--- config.mk ---
export PLATFORM = sky130hd
export DESIGN_NAME = stopwatch_bcd_counter
export DESIGN_NICKNAME = d
export VERILOG_FILES = /design/src/rtl/stopwatch_bcd_counter.sv
export SDC_FILE = /design/constraint.sdc
export NUM_CORES = 1
export LEC_CHECK = 0
export ABC_AREA = 1
export CORE_MARGIN = 1.5
export CORE_UTILIZATION = 40
export CTS_CLUSTER_DIAMETER = 200
export DETAILED_ROUTE_END_ITERATION = 10
export PLACE_DENSITY_LB_ADDON = 0.1
export SLEW_MARGIN = 25
export SYNTH_ARGS = -nofsm -noshare
export SYNTH_HDL_FRONTEND = slang
export SYNTH_SLANG_ARGS = --single-unit
--- constraint.sdc ---
create_clock -name CLOCK -period 3.3 [get_ports CLOCK]
set_clock_uncertainty 0.05 [all_clocks]
set_input_delay 0.66 -clock CLOCK [delete_from_list [all_inputs] [get_ports CLOCK]]
set_output_delay 0.66 -clock CLOCK [all_outputs]
set_load 0.01 [all_outputs]
--- src/rtl/stopwatch_bcd_counter.sv ---
// Stopwatch core: MM:SS.cc BCD count with start/stop/lap/clear control.
// The 100 Hz input and both keys are sampled as data in the CLOCK domain.
module stopwatch_bcd_counter #(
  parameter int unsigned SYNC_STAGES = 2
) (
  input  logic       CLOCK,
  input  logic       RESET,
  input  logic       clk_100Hz_in,
  input  logic       key_start_stop,
  input  logic       key_lap_clear,
  output logic [3:0] cs_ones,
  output logic [3:0] cs_tens,
  output logic [3:0] sec_ones,
  output logic [3:0] sec_tens,
  output logic [3:0] min_ones,
  output logic [3:0] min_tens,
  output logic       running,
  output logic       lap_hold,
  output logic       wrap
);

  localparam logic [1:0] S_IDLE  = 2'd0;
  localparam logic [1:0] S_RUN   = 2'd1;
  localparam logic [1:0] S_LAP   = 2'd2;
  localparam logic [1:0] S_PAUSE = 2'd3;

  // Input lanes: [0] 100 Hz, [1] start/stop key, [2] lap/clear key.
  logic [2:0]                  w_raw;
  logic [2:0]                  w_synced;
  logic [2:0][SYNC_STAGES-1:0] r_sync;
  logic [2:0]                  r_edge;
  logic [2:0]                  r_pulse;

  logic w_tick;
  logic w_press_ss;
  logic w_press_lc;

  logic [1:0]      r_state;
  logic [1:0]      w_state_nxt;
  logic [5:0][3:0] r_live;
  logic [5:0][3:0] r_snap;
  logic [5:0][3:0] r_disp;
  logic [5:0][3:0] w_inc;
  logic [5:0][3:0] w_live_nxt;
  logic [5:0][3:0] w_snap_nxt;
  logic [5:0][3:0] w_disp_nxt;
  logic            w_rollover;
  logic            w_count_en;
  logic            r_running;
  logic            r_lap_hold;
  logic            r_wrap;

  assign w_raw = {key_lap_clear, key_start_stop, clk_100Hz_in};

  always_comb begin
    w_synced = '0;
    for (int unsigned i = 0; i < 3; i++) begin
      w_synced[i] = r_sync[i][SYNC_STAGES-1];
    end
  end

  always_ff @(posedge CLOCK or posedge RESET) begin
    if (RESET) begin
      r_sync  <= '0;
      r_edge  <= '0;
      r_pulse <= '0;
    end else begin
      for (int unsigned i = 0; i < 3; i++) begin
        r_sync[i] <= {r_sync[i][SYNC_STAGES-2:0], w_raw[i]};
      end
      r_edge  <= w_synced;
      r_pulse <= w_synced & ~r_edge;
    end
  end

  assign w_tick     = r_pulse[0];
  assign w_press_ss = r_pulse[1];
  assign w_press_lc = r_pulse[2];

  function automatic logic [3:0] digit_max(input int unsigned idx);
    return (idx == 3 || idx == 5) ? 4'd5 : 4'd9;
  endfunction

  // Ripple increment; '>=' folds any out-of-range digit back to zero.
  always_comb begin
    logic carry;
    w_inc = r_live;
    carry = 1'b1;
    for (int unsigned i = 0; i < 6; i++) begin
      if (carry) begin
        if (r_live[3'(i)] >= digit_max(i)) begin
          w_inc[3'(i)] = '0;
        end else begin
          w_inc[3'(i)] = r_live[3'(i)] + 4'd1;
          carry        = 1'b0;
        end
      end
    end
    w_rollover = carry;
  end

  // Count enable uses the pre-transition state; snapshot takes the pre-increment value.
  always_comb begin
    w_state_nxt = r_state;
    w_snap_nxt  = r_snap;
    w_count_en  = w_tick && (r_state == S_RUN || r_state == S_LAP);
    w_live_nxt  = w_count_en ? w_inc : r_live;
    case (r_state)
      S_IDLE: begin
        if (w_press_ss) begin
          w_state_nxt = S_RUN;
        end
      end
      S_RUN: begin
        if (w_press_ss) begin
          w_state_nxt = S_PAUSE;
        end else if (w_press_lc) begin
          w_state_nxt = S_LAP;
          w_snap_nxt  = r_live;
        end
      end
      S_LAP: begin
        if (w_press_ss) begin
          w_state_nxt = S_PAUSE;
        end else if (w_press_lc) begin
          w_state_nxt = S_RUN;
        end
      end
      S_PAUSE: begin
        if (w_press_ss) begin
          w_state_nxt = S_RUN;
        end else if (w_press_lc) begin
          w_state_nxt = S_IDLE;
          w_live_nxt  = '0;
        end
      end
      default: begin
        w_state_nxt = S_IDLE;
        w_live_nxt  = '0;
      end
    endcase
    w_disp_nxt = (w_state_nxt == S_LAP) ? w_snap_nxt : w_live_nxt;
  end

  always_ff @(posedge CLOCK or posedge RESET) begin
    if (RESET) begin
      r_state    <= S_IDLE;
      r_live     <= '0;
      r_snap     <= '0;
      r_disp     <= '0;
      r_running  <= 1'b0;
      r_lap_hold <= 1'b0;
      r_wrap     <= 1'b0;
    end else begin
      r_state    <= w_state_nxt;
      r_live     <= w_live_nxt;
      r_snap     <= w_snap_nxt;
      r_disp     <= w_disp_nxt;
      r_running  <= (r_state == S_RUN) || (r_state == S_LAP);
      r_lap_hold <= (r_state == S_LAP);
      r_wrap     <= w_count_en && w_rollover;
    end
  end

  assign cs_ones  = r_disp[0];
  assign cs_tens  = r_disp[1];
  assign sec_ones = r_disp[2];
  assign sec_tens = r_disp[3];
  assign min_ones = r_disp[4];
  assign min_tens = r_disp[5];
  assign running  = r_running;
  assign lap_hold = r_lap_hold;
  assign wrap     = r_wrap;

endmodule

==> reports/metrics.cfg, run 1 <==
[floorplan]
start_util_pct = 41.2
die-area_mm2 = 0.0107
rows = 36
core_mm2 = 0.00977
die_h_um = 103
io_pins = 32
dieWidth_um = 103

[drt]
drtIter0Drc = 124
routed_wl_um = 7780
routed_via_density = 4.75
vias = 2914
wire_per_inst_um = 12.7
drc_errors = 0
firstDrtPassIters = 4
ant_nets = 0

[final_layout]
antenna_cells = 0
fin_area_mm2 = 0.00466
fin_cells = 614
final_common_cell = nand2_1
mostFrequentLayoutCells = 140 x nand2_1, 89 x dfrtp_1, 51 x inv_1, 31 x clkdlybuf4s50_1
nFillCells = 985
synthToLayoutAreaGrowth_pct = 15.5
final_util_pct = 47.6
fin_nets = 503
drive_gt1_share_pct = 8.52

[global_route]
grt_antenna_before_repair = 0
grt_pass1_vias = 2879
grt_usage_pct = 16.7
grt_first_pass_wirelength_um = 13500
gr-total-overflow = 0
grt_max_degree = 53

[placement]
hpwl_um = 5130
portBuffers = 31
place_congestion = 0.832
place_area_mm2 = 0.00445
numPlacedInstances = 598

[critical_path]
cp.required_ns = 3.52
arrival_ns = 2.40
critPathCaptureType = flop
cp-start-kind = flop
cp_max_fo = 12
crit_type = reg -> reg

[min_path]
hold_path.class = reg -> reg

[clocking]
cts_hold_buf = 0
cts_setup_buffers = 0
clock_latency_ns = 0.36
clockBufferDepth = 2
cts-root-buf = clkbuf_8
ctsResizeCount = 0
path_clk_slew_ns = 0.08
htreeDepth = 3
cts_tree = built
cts_sinks = 89
cts_buffers = 9

[synthesis]
synth_cell_types = 28
postSynthCellCount = 443
synth-seq-area-share_pct = 55.2
async_flop_share_pct = 100
yosysWarnings = 0
syn_nets = 470
ys_ff_latch = 89
syn_avg_cell_area_um2 = 9.10
yosys_most_used_dff = dfrtp_1
synth_area_mm2 = 0.00403
synth_edf_count = 0

[job]
maxCapViolCount = 0

[outcome]
status = complete, no violations

[sta]
finalSetupViolCount = 0
final-hold-violation-count = 0
grt_setup_unrepaired = false
slew_headroom_pct = 50.1
fmax_mhz = 459
drv_slew = 0
setup-tns-final_ns = 0
fin_crit_sh_pct = 66.1
fin_crit_ns = 2.18
worst_slew_pin_slew_ns = 0.747

[power_and_ir_drop]
vdd.ir_drop.worst_mv = 0.229
p_per_area_mw_per_mm2 = 565
finalPower_mw = 2.63
cellLeakagePower_nw = 2.37

==> final timing paths <==
check | from | to | slack [ns] | depth (start not counted)
max | r_state[1] | sec_tens[3] | 1.12 | 10
min | r_sync[0] | r_sync[1] | 0.30 | 0
max reg2reg | r_state[1] | sec_tens[3] | 1.12 | 10
min reg2reg | r_sync[0] | r_sync[1] | 0.30 | 0
max in group asynchronous | RESET | min_ones[2] | 1.86 | 3
min in group asynchronous | RESET | r_sync[0] | 0.64 | 2
==> report_power, final <==
part | total (mW) | internal (mW) | switching [mW]
Clock | 0.766 | 0.392 | 0.374
Sequential | 1.28 | 1.21 | 0.0724
Combinational | 0.583 | 0.210 | 0.373
==> state kept, by name, summed over array words and instances (netlist names) <==
signal / cells
sec_ones: 4
r_edge: 3
lap_hold: 1
r_state: 2
r_live: 24
min_tens: 4
min_ones: 4
sec_tens: 4
r_sync: 6
r_snap: 24
r_pulse: 3
wrap: 1
cs_ones: 4
running: 1
cs_tens: 4
==> layer usage <==
metal	wire length, µm	global-route usage, %	part of all wire, %	vias up
met5	0	0	0	-
met4	101	6.96	1.3	0
met3	239	3.63	3.1	6
met2	3530	26.4	45	46
met1	3910	22.2	50	1403
li1	-	-	-	1459
==> stage by stage <==
| stage | setup WS (ns) | hold WS, ns |
|---|---|---|
| floorplan | 0.283 | 0.281 |
| global placement | 1.21 | 0.285 |
| detailed placement | 1.15 | 0.287 |
| CTS | 1.13 | 0.307 |
| global route | 0.807 | 0.310 |
| finish | 1.12 | 0.304 |
==> cells in the mapped netlist (all sizes together), types with 5 or more instances <==
cell	number	area (µm²)
inv	55	206
nor2	21	96.3
nand3	32	185
dfrtp	89	2230
ha	22	275
buf	11	95.1
o21ai	32	160
a21oi	8	55.1
nand4	13	81.3
nand2	145	557
nor3	5	25.0
==> critical path, cell delays in order, from the launching register on <==
cell      delay [ns]
dfrtp_1         0.41
inv_1           0.09
ha_1            0.31
nand2_2         0.10
clkinv_4        0.08
nand3_2         0.10
nor2_2          0.38
nand2_1         0.20
nand2_1         0.10
nand3_1         0.10
o21ai_0         0.18
==> kinds of logic (layout without fill, tap and decap cells) <==
kind of cell | Yosys count | count (layout) | synth area share, %
DFF | 89 | 89 | 55.2
buffers and inverters | 69 | 107 | 7.88
AOI/OAI and AO/OA | 42 | 42 | 5.68
xor gates and xnor gates | 2 | 2 | 0.435
adders and majority gates | 22 | 22 | 6.83
and+or+nand+nor | 219 | 219 | 23.9
==> layout make-up <==
class                   count  area (µm²)  share of cell area [%]
inverters                  56         216                    4.65
well taps                 133         166                    3.57
clock inverters             4        51.3                    1.10
flip-flops and latches     89        2230                    47.8
clock buffers              12         155                    3.33
repair buffers             35         353                    7.58
multi-input cells         285        1490                    31.9
(Power assumes the default switching activity.)
==> inputs of run 2 (changes only) <==
clock period = 1.9 ns   (was 3.3 ns; I/O delays follow)
==> run 2 against run 1 <==
  * Sequential share of layout area decreased by 3.1 points
  * Cell area increased by 7.0%
  * Sequential cell count stayed put
  * Combinational power up 120%
  * Largest cell class unchanged
  * Highest routed layer unchanged
==> reports/metrics.cfg, run 2 (synthesis results as in run 1) <==
[placement]
place_congestion = 0.793  ; -4.7%
portBuffers = 31  ; unchanged
pre_cts_ws_ns = -0.135  ; -1.29 ns
place_area_mm2 = 0.00468  ; +5.2%
hpwl_um = 5290  ; +2.9%
numPlacedInstances = 625  ; +4.5%

[global_route]
grt_antenna_before_repair = 0  ; unchanged
grt_usage_pct = 16.9  ; +0.26 points
gr-total-overflow = 0  ; unchanged
grt_pass1_vias = 2765  ; -4.0%
grt_first_pass_wirelength_um = 13600  ; +1.1%
grt_max_degree = 90  ; +70%

[floorplan]
core_mm2 = 0.00977  ; unchanged
die-area_mm2 = 0.0107  ; unchanged
io_pins = 32  ; unchanged
die_h_um = 103  ; unchanged
dieWidth_um = 103  ; unchanged
rows = 36  ; unchanged
start_util_pct = 41.2  ; unchanged

[min_path]
min_from = r_sync[4]
hold_path.class = reg -> reg

[drt]
wire_per_inst_um = 12.3  ; -2.6%
firstDrtPassIters = 4  ; unchanged
drc_errors = 0  ; unchanged
routed_via_density = 4.63  ; -2.5%
ant_nets = 0  ; unchanged
vias = 2970  ; +1.9%
routed_wl_um = 7920  ; +1.8%
drtIter0Drc = 102  ; -18%

[sta]
grt_setup_unrepaired = true
fin_crit_ns = 1.78  ; -0.403 ns
slew_headroom_pct = 69.2  ; +19 points
worst_slew_pin_slew_ns = 0.462  ; -0.285 ns
fin_crit_sh_pct = 93.5  ; +27 points
finalSetupViolCount = 0  ; unchanged
drv_slew = 0  ; unchanged
fmax_mhz = 563  ; +23%
final-hold-violation-count = 0  ; unchanged
finalWorstSetupSlack_ns = 0.123  ; -0.997 ns

[clocking]
path_clk_slew_ns = 0.08  ; about the same
cts_tree = built
cts_buffers = 9  ; unchanged
cts-root-buf = clkbuf_8
cts_sinks = 89  ; unchanged
clock_latency_ns = 0.36  ; about the same
clockBufferDepth = 2  ; unchanged
cts_hold_buf = 0  ; unchanged
htreeDepth = 3  ; unchanged

[final_layout]
final_util_pct = 51.0  ; +3.4 points
mostFrequentLayoutCells = 136 x nand2_1, 89 x dfrtp_1, 45 x inv_1, 31 x clkdlybuf4s50_1, 27 x nand3_1
synthToLayoutAreaGrowth_pct = 23.6
final_common_cell = nand2_1
fin_nets = 531  ; +5.6%
drive_gt1_share_pct = 16.7  ; +8.2 points
antenna_cells = 0  ; unchanged
fin_area_mm2 = 0.00498  ; +7.0%
fin_cells = 642  ; +4.6%
reg.largest.list = r_live (24), r_snap (24), r_sync (6)

[critical_path]
arrival_ns = 2.02  ; -0.38 ns
critPathMaxStageDelay_ns = 0.37  ; -0.04 ns
cp-start-kind = flop
crit_chain = inv_2 > ha_4 > nand2_4 > clkinv_4 > buf_6 > nand3_4 > nor2_4 > buf_6 > nand2_2 > nand2_1 > nand2_1 > nor2_2 > nand2_1 > nand2_1
cp_max_fo = 4  ; -8
rr_startpoint = r_state[1]
critPathCaptureType = flop
cp-startpoint = r_state[1]
path_buf_inv = 4  ; +2
slowest_stage = dfrtp_1
critPathMostFrequentCell = nand2_1
cp.required_ns = 2.14  ; -1.38 ns
cpLargestDelayFamily = simple AND/OR/NAND/NOR gates
crit_type = reg -> reg

[outcome]
status = complete, no violations

[power_and_ir_drop]
cellLeakagePower_nw = 2.53  ; +7.0%
p_per_area_mw_per_mm2 = 957  ; +69%
vdd.ir_drop.worst_mv = 0.401  ; +75%

[job]
maxCapViolCount = 0  ; unchanged

run 2: cell types whose count changed in the layout (fill, tap and decap cells not counted), sizes merged:
cell      previous run  this run
buf                  4        32
bufinv               1         0
clkbuf              12        15
clkinv               4         1
clkinvlp             1         2
run 2: power breakdown:
| group | internal [mW] | switching [mW] |
|---|---|---|
| clock | 0.621 | 0.636 |
| sequential | 2.10 | 0.124 |
| combinational | 0.547 | 0.746 |
| total | 3.27 | 1.51 |
run 2: worst paths after layout:
kind / depth (start not counted) / slack (ns) / end
min reg2reg: 0 / 0.30 / r_sync[5]
max: 14 / 0.12 / sec_ones[2]
max in group asynchronous: 3 / 0.99 / r_live[11]
min: 0 / 0.30 / r_sync[5]
min in group asynchronous: 3 / 0.46 / r_live[16]
max reg2reg: 14 / 0.12 / sec_ones[2]
run 2: cell type report:
type	count	area, µm²
fill	963	4790
sequential	89	2230
multi-input combinational	285	1560
timing repair buffer	63	612
inverter	56	226
clock buffer	15	186
tap	133	166
clock inverter	1	7.51
run 2: routing by layer:
| layer | track usage [%] | share of wire [%] | vias up |
|---|---|---|---|
| met5 | 0 | 0 | - |
| met4 | 7.17 | 1.4 | 0 |
| met3 | 3.49 | 2.6 | 8 |
| met2 | 24.4 | 44 | 35 |
| met1 | 24.7 | 52 | 1405 |
| li1 | - | - | 1522 |
run 2: repair_timing:
action,CTS,global route
buffers inserted,0,1
gates cloned,0,0
pin swaps,0,4
endpoints found under the setup margin,24,31
gates resized for setup,4,33
run 2: per-stage QoR:
stage / TNS (ns) / hold WS [ns] / total power, mW
finish: 0 / 0.303 / 4.77
global placement: -0.170 / 0.284 / 3.38
global route: -0.0619 / 0.311 / 5.09
detailed placement: -1.16 / 0.289 / 3.41
floorplan: 0 / 0.281 / 2.98
CTS: 0 / 0.308 / 4.70
